--- config.mk ---
export PLATFORM = sky130hd
export DESIGN_NAME = batrider_coin_cond
export DESIGN_NICKNAME = d
export VERILOG_FILES = /design/src/rtl/batrider_coin_cond.sv
export SDC_FILE = /design/constraint.sdc
export NUM_CORES = 1
export LEC_CHECK = 0
export ABC_AREA = 1
export CORE_MARGIN = 3
export CORE_UTILIZATION = 55
export DETAILED_ROUTE_END_ITERATION = 16
export GPL_TIMING_DRIVEN = 0
export PLACE_DENSITY = 0.76
export SLEW_MARGIN = 20
export SYNTH_ARGS = -nofsm -noshare
export SYNTH_HDL_FRONTEND = slang
export SYNTH_SLANG_ARGS = --single-unit
export TNS_END_PERCENT = 1
--- constraint.sdc ---
create_clock -name i_clk -period 1.8 [get_ports i_clk]
set_clock_uncertainty 0.15 [all_clocks]
set_input_delay 0.54 -clock i_clk [delete_from_list [all_inputs] [get_ports i_clk]]
set_output_delay 0.54 -clock i_clk [all_outputs]
set_load 0.02 [all_outputs]
--- src/rtl/batrider_coin_cond.sv ---
// Coin-input conditioner for batrider_game.coin_input: synchronise, debounce,
// queue and re-time four active-low coin switches into fixed-width pulses.
module batrider_coin_cond #(
   parameter int CLK_HZ         = 48000000,
   parameter int TICK_HZ        = 1000,
   parameter int DEBOUNCE_TICKS = 5,
   parameter int PULSE_TICKS    = 50,
   parameter int GAP_TICKS      = 50,
   parameter int QDEPTH         = 3
) (
   input  logic       i_clk,
   input  logic       i_reset,
   input  logic [3:0] i_coin_in,
   input  logic [3:0] i_lockout,
   output logic [3:0] o_coin_out,
   output logic [3:0] o_coin_mtr,
   output logic [3:0] o_coin_rej,
   output logic       o_busy
);

   localparam int DIV  = CLK_HZ / TICK_HZ;
   localparam int PW   = (DIV > 1) ? $clog2(DIV) : 1;
   localparam int DW   = $clog2(DEBOUNCE_TICKS) + 1;
   localparam int TMAX = (PULSE_TICKS > GAP_TICKS) ? PULSE_TICKS : GAP_TICKS;
   localparam int TW   = $clog2(TMAX) + 1;
   localparam int QW   = $clog2(QDEPTH + 1);

   localparam logic [PW-1:0] PRESC_LAST = PW'(DIV - 1);
   localparam logic [DW-1:0] DC_LAST    = DW'(DEBOUNCE_TICKS - 1);
   localparam logic [TW-1:0] PULSE_LAST = TW'(PULSE_TICKS - 1);
   localparam logic [TW-1:0] GAP_LAST   = TW'(GAP_TICKS - 1);
   localparam logic [QW-1:0] Q_FULL     = QW'(QDEPTH);

   localparam logic [1:0] ST_IDLE  = 2'd0;
   localparam logic [1:0] ST_PULSE = 2'd1;
   localparam logic [1:0] ST_GAP   = 2'd2;

   logic [PW-1:0] r_presc;
   logic          w_tick;
   logic [3:0]    r_sync1;
   logic [3:0]    r_sync2;
   logic [3:0]    w_busy;

   assign w_tick = (r_presc == PRESC_LAST);

   // NOTE: sequential state uses non-blocking assignments only, so every
   // register samples the pre-edge value of its neighbours.
   always_ff @(posedge i_clk) begin
      if (i_reset) begin
         r_presc <= '0;
      end else if (w_tick) begin
         r_presc <= '0;
      end else begin
         r_presc <= r_presc + 1'b1;
      end
   end

   // Released (high) is the safe power-up value for the synchroniser.
   always_ff @(posedge i_clk) begin
      if (i_reset) begin
         r_sync1 <= 4'hF;
         r_sync2 <= 4'hF;
      end else begin
         r_sync1 <= i_coin_in;
         r_sync2 <= r_sync1;
      end
   end

   for (genvar g = 0; g < 4; g++) begin : g_ch
      logic          r_db;
      logic [DW-1:0] r_dc;
      logic          r_press;
      logic [QW-1:0] r_q;
      logic [1:0]    r_state;
      logic [TW-1:0] r_tc;
      logic          r_out;
      logic          r_mtr;
      logic          r_rej;
      logic          w_deq;
      logic          w_accept;

      assign w_deq    = (r_state == ST_IDLE) && (r_q != '0);
      // A dequeue in the same cycle frees a slot, so a full queue still accepts.
      assign w_accept = r_press && !i_lockout[g] && (w_deq || (r_q != Q_FULL));

      always_ff @(posedge i_clk) begin
         if (i_reset) begin
            r_db    <= 1'b1;
            r_dc    <= '0;
            r_press <= 1'b0;
         end else begin
            r_press <= 1'b0;
            if (r_sync2[g] == r_db) begin
               r_dc <= '0;
            end else if (w_tick) begin
               if (r_dc == DC_LAST) begin
                  r_db    <= r_sync2[g];
                  r_dc    <= '0;
                  r_press <= r_db;
               end else begin
                  r_dc <= r_dc + 1'b1;
               end
            end
         end
      end

      always_ff @(posedge i_clk) begin
         if (i_reset) begin
            r_q   <= '0;
            r_rej <= 1'b0;
         end else begin
            r_rej <= r_press && !w_accept;
            if (w_accept && !w_deq) begin
               r_q <= r_q + 1'b1;
            end else if (w_deq && !w_accept) begin
               r_q <= r_q - 1'b1;
            end
         end
      end

      // Pulse/gap sequencer; TC counts shared timebase ticks.
      always_ff @(posedge i_clk) begin
         if (i_reset) begin
            r_state <= ST_IDLE;
            r_tc    <= '0;
            r_out   <= 1'b1;
            r_mtr   <= 1'b0;
         end else begin
            r_mtr <= 1'b0;
            case (r_state)
               ST_IDLE: begin
                  if (w_deq) begin
                     r_state <= ST_PULSE;
                     r_tc    <= '0;
                     r_out   <= 1'b0;
                     r_mtr   <= 1'b1;
                  end
               end
               ST_PULSE: begin
                  if (w_tick) begin
                     if (r_tc == PULSE_LAST) begin
                        r_state <= ST_GAP;
                        r_tc    <= '0;
                        r_out   <= 1'b1;
                     end else begin
                        r_tc <= r_tc + 1'b1;
                     end
                  end
               end
               ST_GAP: begin
                  if (w_tick) begin
                     if (r_tc == GAP_LAST) begin
                        r_state <= ST_IDLE;
                        r_tc    <= '0;
                     end else begin
                        r_tc <= r_tc + 1'b1;
                     end
                  end
               end
               default: begin
                  r_state <= ST_IDLE;
                  r_tc    <= '0;
                  r_out   <= 1'b1;
               end
            endcase
         end
      end

      assign o_coin_out[g] = r_out;
      assign o_coin_mtr[g] = r_mtr;
      assign o_coin_rej[g] = r_rej;
      assign w_busy[g]     = (r_state != ST_IDLE) || (r_q != '0);
   end

   assign o_busy = |w_busy;

endmodule

==> results.md, run 1 <==
* Status: finished with violations
* Failing checks: setup timing
* H-tree Lvls at 3
* Unrepaired setup endpoints after global routing: true
* Top cell type by total area after synthesis: dfxtp_1
* WS Path Type: reg -> out
* Ys flop type: dfxtp_1
* Number of synthesized flops with an enable pin at 0
* Hold-fix buffers, CTS at 0
* Post-Syn Instances at around 750
* Initial drt markers at 237
* Crit path launch type: register
* TritonCTS clock tree: built
* Largest family of logic cells by synthesized area: simple AND/OR/NAND/NOR gates
* Worst hold stages at 1
* XOR/XNOR Fraction of Synth Area at 0.0245
* Slew headroom at 0.571
* Crit-path slowest cell: dfxtp_2
* Most frequent cells after synthesis: 118 x nand2_1, 112 x nor2_1, 110 x inv_1, 104 x dfxtp_1, 47 x nand3_1
* CTS root buf: clkbuf_8
* Final HPWL DP at between 8000 and 9000 um
* Clk pin slew, worst setup/hold paths at ~120 ps
* Synth cell types at 34
* Crit share post-route at 1.20
* Die area at roughly 11000 um^2
* CTS sink cnt at ~100
* Pin count of the biggest net entering global routing at 21
* Bufs on Longest Clock Path at 2
* IO Count at 23
* DRT antenna net count at 0
* CP peak stage delay at 350 ps
* Crit Reg-Reg Startpoint: g_ch[3].r_state[0]
* Chip Width at roughly 100 um
* Gr usage total at 0.211
* Port buffer count at 22
* Asr flop ratio synth at 0
* FMAX at between 400 and 500 MHz
* Power Density at 1220 nW/um^2
* Synth Area in Simple Gates at 0.300
* P&R area growth vs syn at 17.6%
* Min-delay worst type: reg -> reg
* Worst setup path start: g_ch[2].r_state[1]
* Mean post-synth cell area at 7.20 um^2
* Row count at 35
* Layout cells sized above 1 at 0.194
* Core box area at 9370 um^2
* Post-Synth Adder-Cell Area at 0.0885
* Global route total overflow at 0
* Final setup fails at 11
* Critical Path Sink: o_busy
* Worst EP arrival at approximately 1500 ps
* Vias in the first global route at 4478
* Final GP Congestion at between 0.8 and 0.9
* Die Ht at 105 um
* Top-count cell post-synth: nand2_1
* Leak pwr at ~2.6 nW
* FF+latch count, synth at 104
* # nets final at around 840
* Final Hold Viols at 0
* # diodes at 0
* Placed Area at between 5000 and 6000 um^2
* Mux cell area share after synthesis at 0
* Vias at roughly 4800
* Drt first pass iters at 5
* Crit-path cells: inv_4 -> ha_4 -> nand3_4 -> inv_2 -> nand4_1 -> buf_4
* Post-synthesis compound-gate area fraction at 0.0936
* Area fraction of the dominant cell type after synthesis at 0.388
* CTS Buf Count at 9
* Share of the yosys chip area belonging to registers at 0.388
* Worst-Skew Late Latency at 390 ps
* Worst VDD drop at ~0.73 mV
* Worst Tran Pin Value at 643 ps
* Largest cells by area after synthesis: dfxtp_1 39%, ha_1 8.9%, nand2_1 8.2%, nor2_1 7.8%, inv_1 7.7%
* CP endpoint kind: primary output
* Warning count from the yosys run at 0
* Initial antenna violation count at 0
* Syn nets at 794
* Final min period at between 2000 and 2500 ps
* WL/cell at ~12 um
* Worst reg2reg setup slack at -200 ps
* Starting Density at 0.573
* Setup ws final at -360 ps
* CP Max Fanout at 4
* Max-slew violation count at 0
* DRC Markers at 0
* Fin Hold WS at about 270 ps
* Aggregate routed wire length at between 10000 and 15000 um
* Critical path required time at 1110 ps
* Mapped cell area at about 5400 um^2
* Setup_tns at -988 ps
* R2R cell count at 10
* Final Instance Area at between 6000 and 7000 um^2
* Via/cell ratio at slightly above 5
* Global-route wire length before repair at about 19000 um
* Critical R2R Capture: g_ch[3].r_q[1]
* Max Cap Viol at 0
[cells in the final DEF, fill, tap and decap left out, types with 2 or more instances in the layout]
cell / instances
a21oi_1: 42
a21oi_2: 2
a311oi_2: 3
buf_4: 39
buf_6: 3
clkbuf_1: 3
clkbuf_2: 2
clkbuf_8: 9
clkdlybuf4s50_1: 9
dfxtp_1: 88
dfxtp_2: 15
ha_1: 33
ha_4: 5
inv_1: 95
inv_2: 10
inv_4: 9
inv_6: 3
inv_8: 3
nand2_1: 111
nand2_2: 11
nand2_4: 6
nand3_1: 43
nand3_4: 4
nand3b_1: 2
nand4_1: 15
nor2_1: 105
nor2_2: 6
nor2_4: 3
nor3_1: 25
nor3b_1: 6
o21ai_0: 34
o21ai_1: 9
o21ai_2: 2
or2_0: 3
or2_2: 10
xnor2_1: 4
xor2_1: 11
[layer usage]
metal | share of wire | GRT usage
met1 | 0.45 | 0.252
met2 | 0.50 | 0.368
met3 | 0.038 | 0.0537
met4 | 0.015 | 0.0712
met5 | 0 | 0
[worst min path at each step]
| stage | start | to | slack [ps] |
|---|---|---|---|
| final | r_sync1[0] | r_sync2[0] | 270 |
| after global routing | r_sync1[0] | r_sync2[0] | 290 |
| after CTS | r_sync1[0] | r_sync2[0] | 270 |
| after detailed placement | r_sync1[0] | r_sync2[0] | 250 |
| after global placement | r_sync1[0] | r_sync2[0] | 250 |
| after floorplan | r_sync1[0] | r_sync2[0] | 240 |
[metrics by stage]
stage / utilization / setup slack [ps] / instances / power (W)
6_report: 0.674 / -360 / 927 / 0.00773
5_1_grt: 0.674 / -479 / 927 / 0.00828
4_1_cts: 0.656 / -408 / 921 / 0.00738
3_5_place_dp: 0.615 / -630 / 897 / 0.00551
3_3_place_gp: 0.615 / -650 / 897 / 0.00541
2_1_floorplan: - / -33.6 / 746 / 0.00484
[registers in the layout (all words and copies together), names as in the netlist]
name,count
r_sync1,4
g_ch.r_mtr,4
g_ch.r_dc,16
r_sync2,4
g_ch.r_rej,4
r_presc,16
g_ch.r_state,8
g_ch.r_out,4
g_ch.r_db,4
g_ch.r_q,8
g_ch.r_tc,28
g_ch.r_press,4
[layout make-up]
cell class,instances,area (um^2)
Clock inverter,7,67.6
Tap cell,129,161
Clock buffer,9,124
Buffer,22,170
Sequential cell,104,2100
Inverter,115,455
Fill cell,821,3060
Multi-Input combinational cell,505,2940
Timing Repair Buffer,36,293
[report_power, final]
part	internal, W	switching, W
clock network	0.000547	0.000910
registers	0.00258	0.000234
logic	0.00141	0.00205
[worst max-delay path, delay by kind of cell, from the launching register on]
| kind | cells | cell delay (ps) |
|---|---|---|
| DFF | 1 | 350 |
| buffers and inverters | 3 | 320 |
| and+or+nand+nor | 2 | 240 |
| adders and majority gates | 1 | 160 |
[kinds of logic after synthesis]
kind of cell / Yosys count
simple gates: 356
buf+inv: 137
flops: 104
compound gates: 96
fa+ha+maj: 38
xor+xnor: 15
[repair_timing]
item                                    in CTS  in global routing
resized for setup                           68                 59
endpoints found under the setup margin      93                 73
buffers inserted                             8                  6
pin swaps                                    9                  8
(Power assumes the default switching activity.)
==> run 2, diff against run 1 <==
--- a/config.mk
+++ b/config.mk
@@ -8,6 +8,7 @@
 export ABC_AREA = 1
 export CORE_MARGIN = 3
 export CORE_UTILIZATION = 55
+export CTS_BUF_LIST = sky130_fd_sc_hd__clkbuf_8 sky130_fd_sc_hd__clkbuf_16
 export DETAILED_ROUTE_END_ITERATION = 16
 export GPL_TIMING_DRIVEN = 0
 export PLACE_DENSITY = 0.76
==> results of run 2 <==
Same layout as run 1: the final DEF is identical, and so are final timing and power.
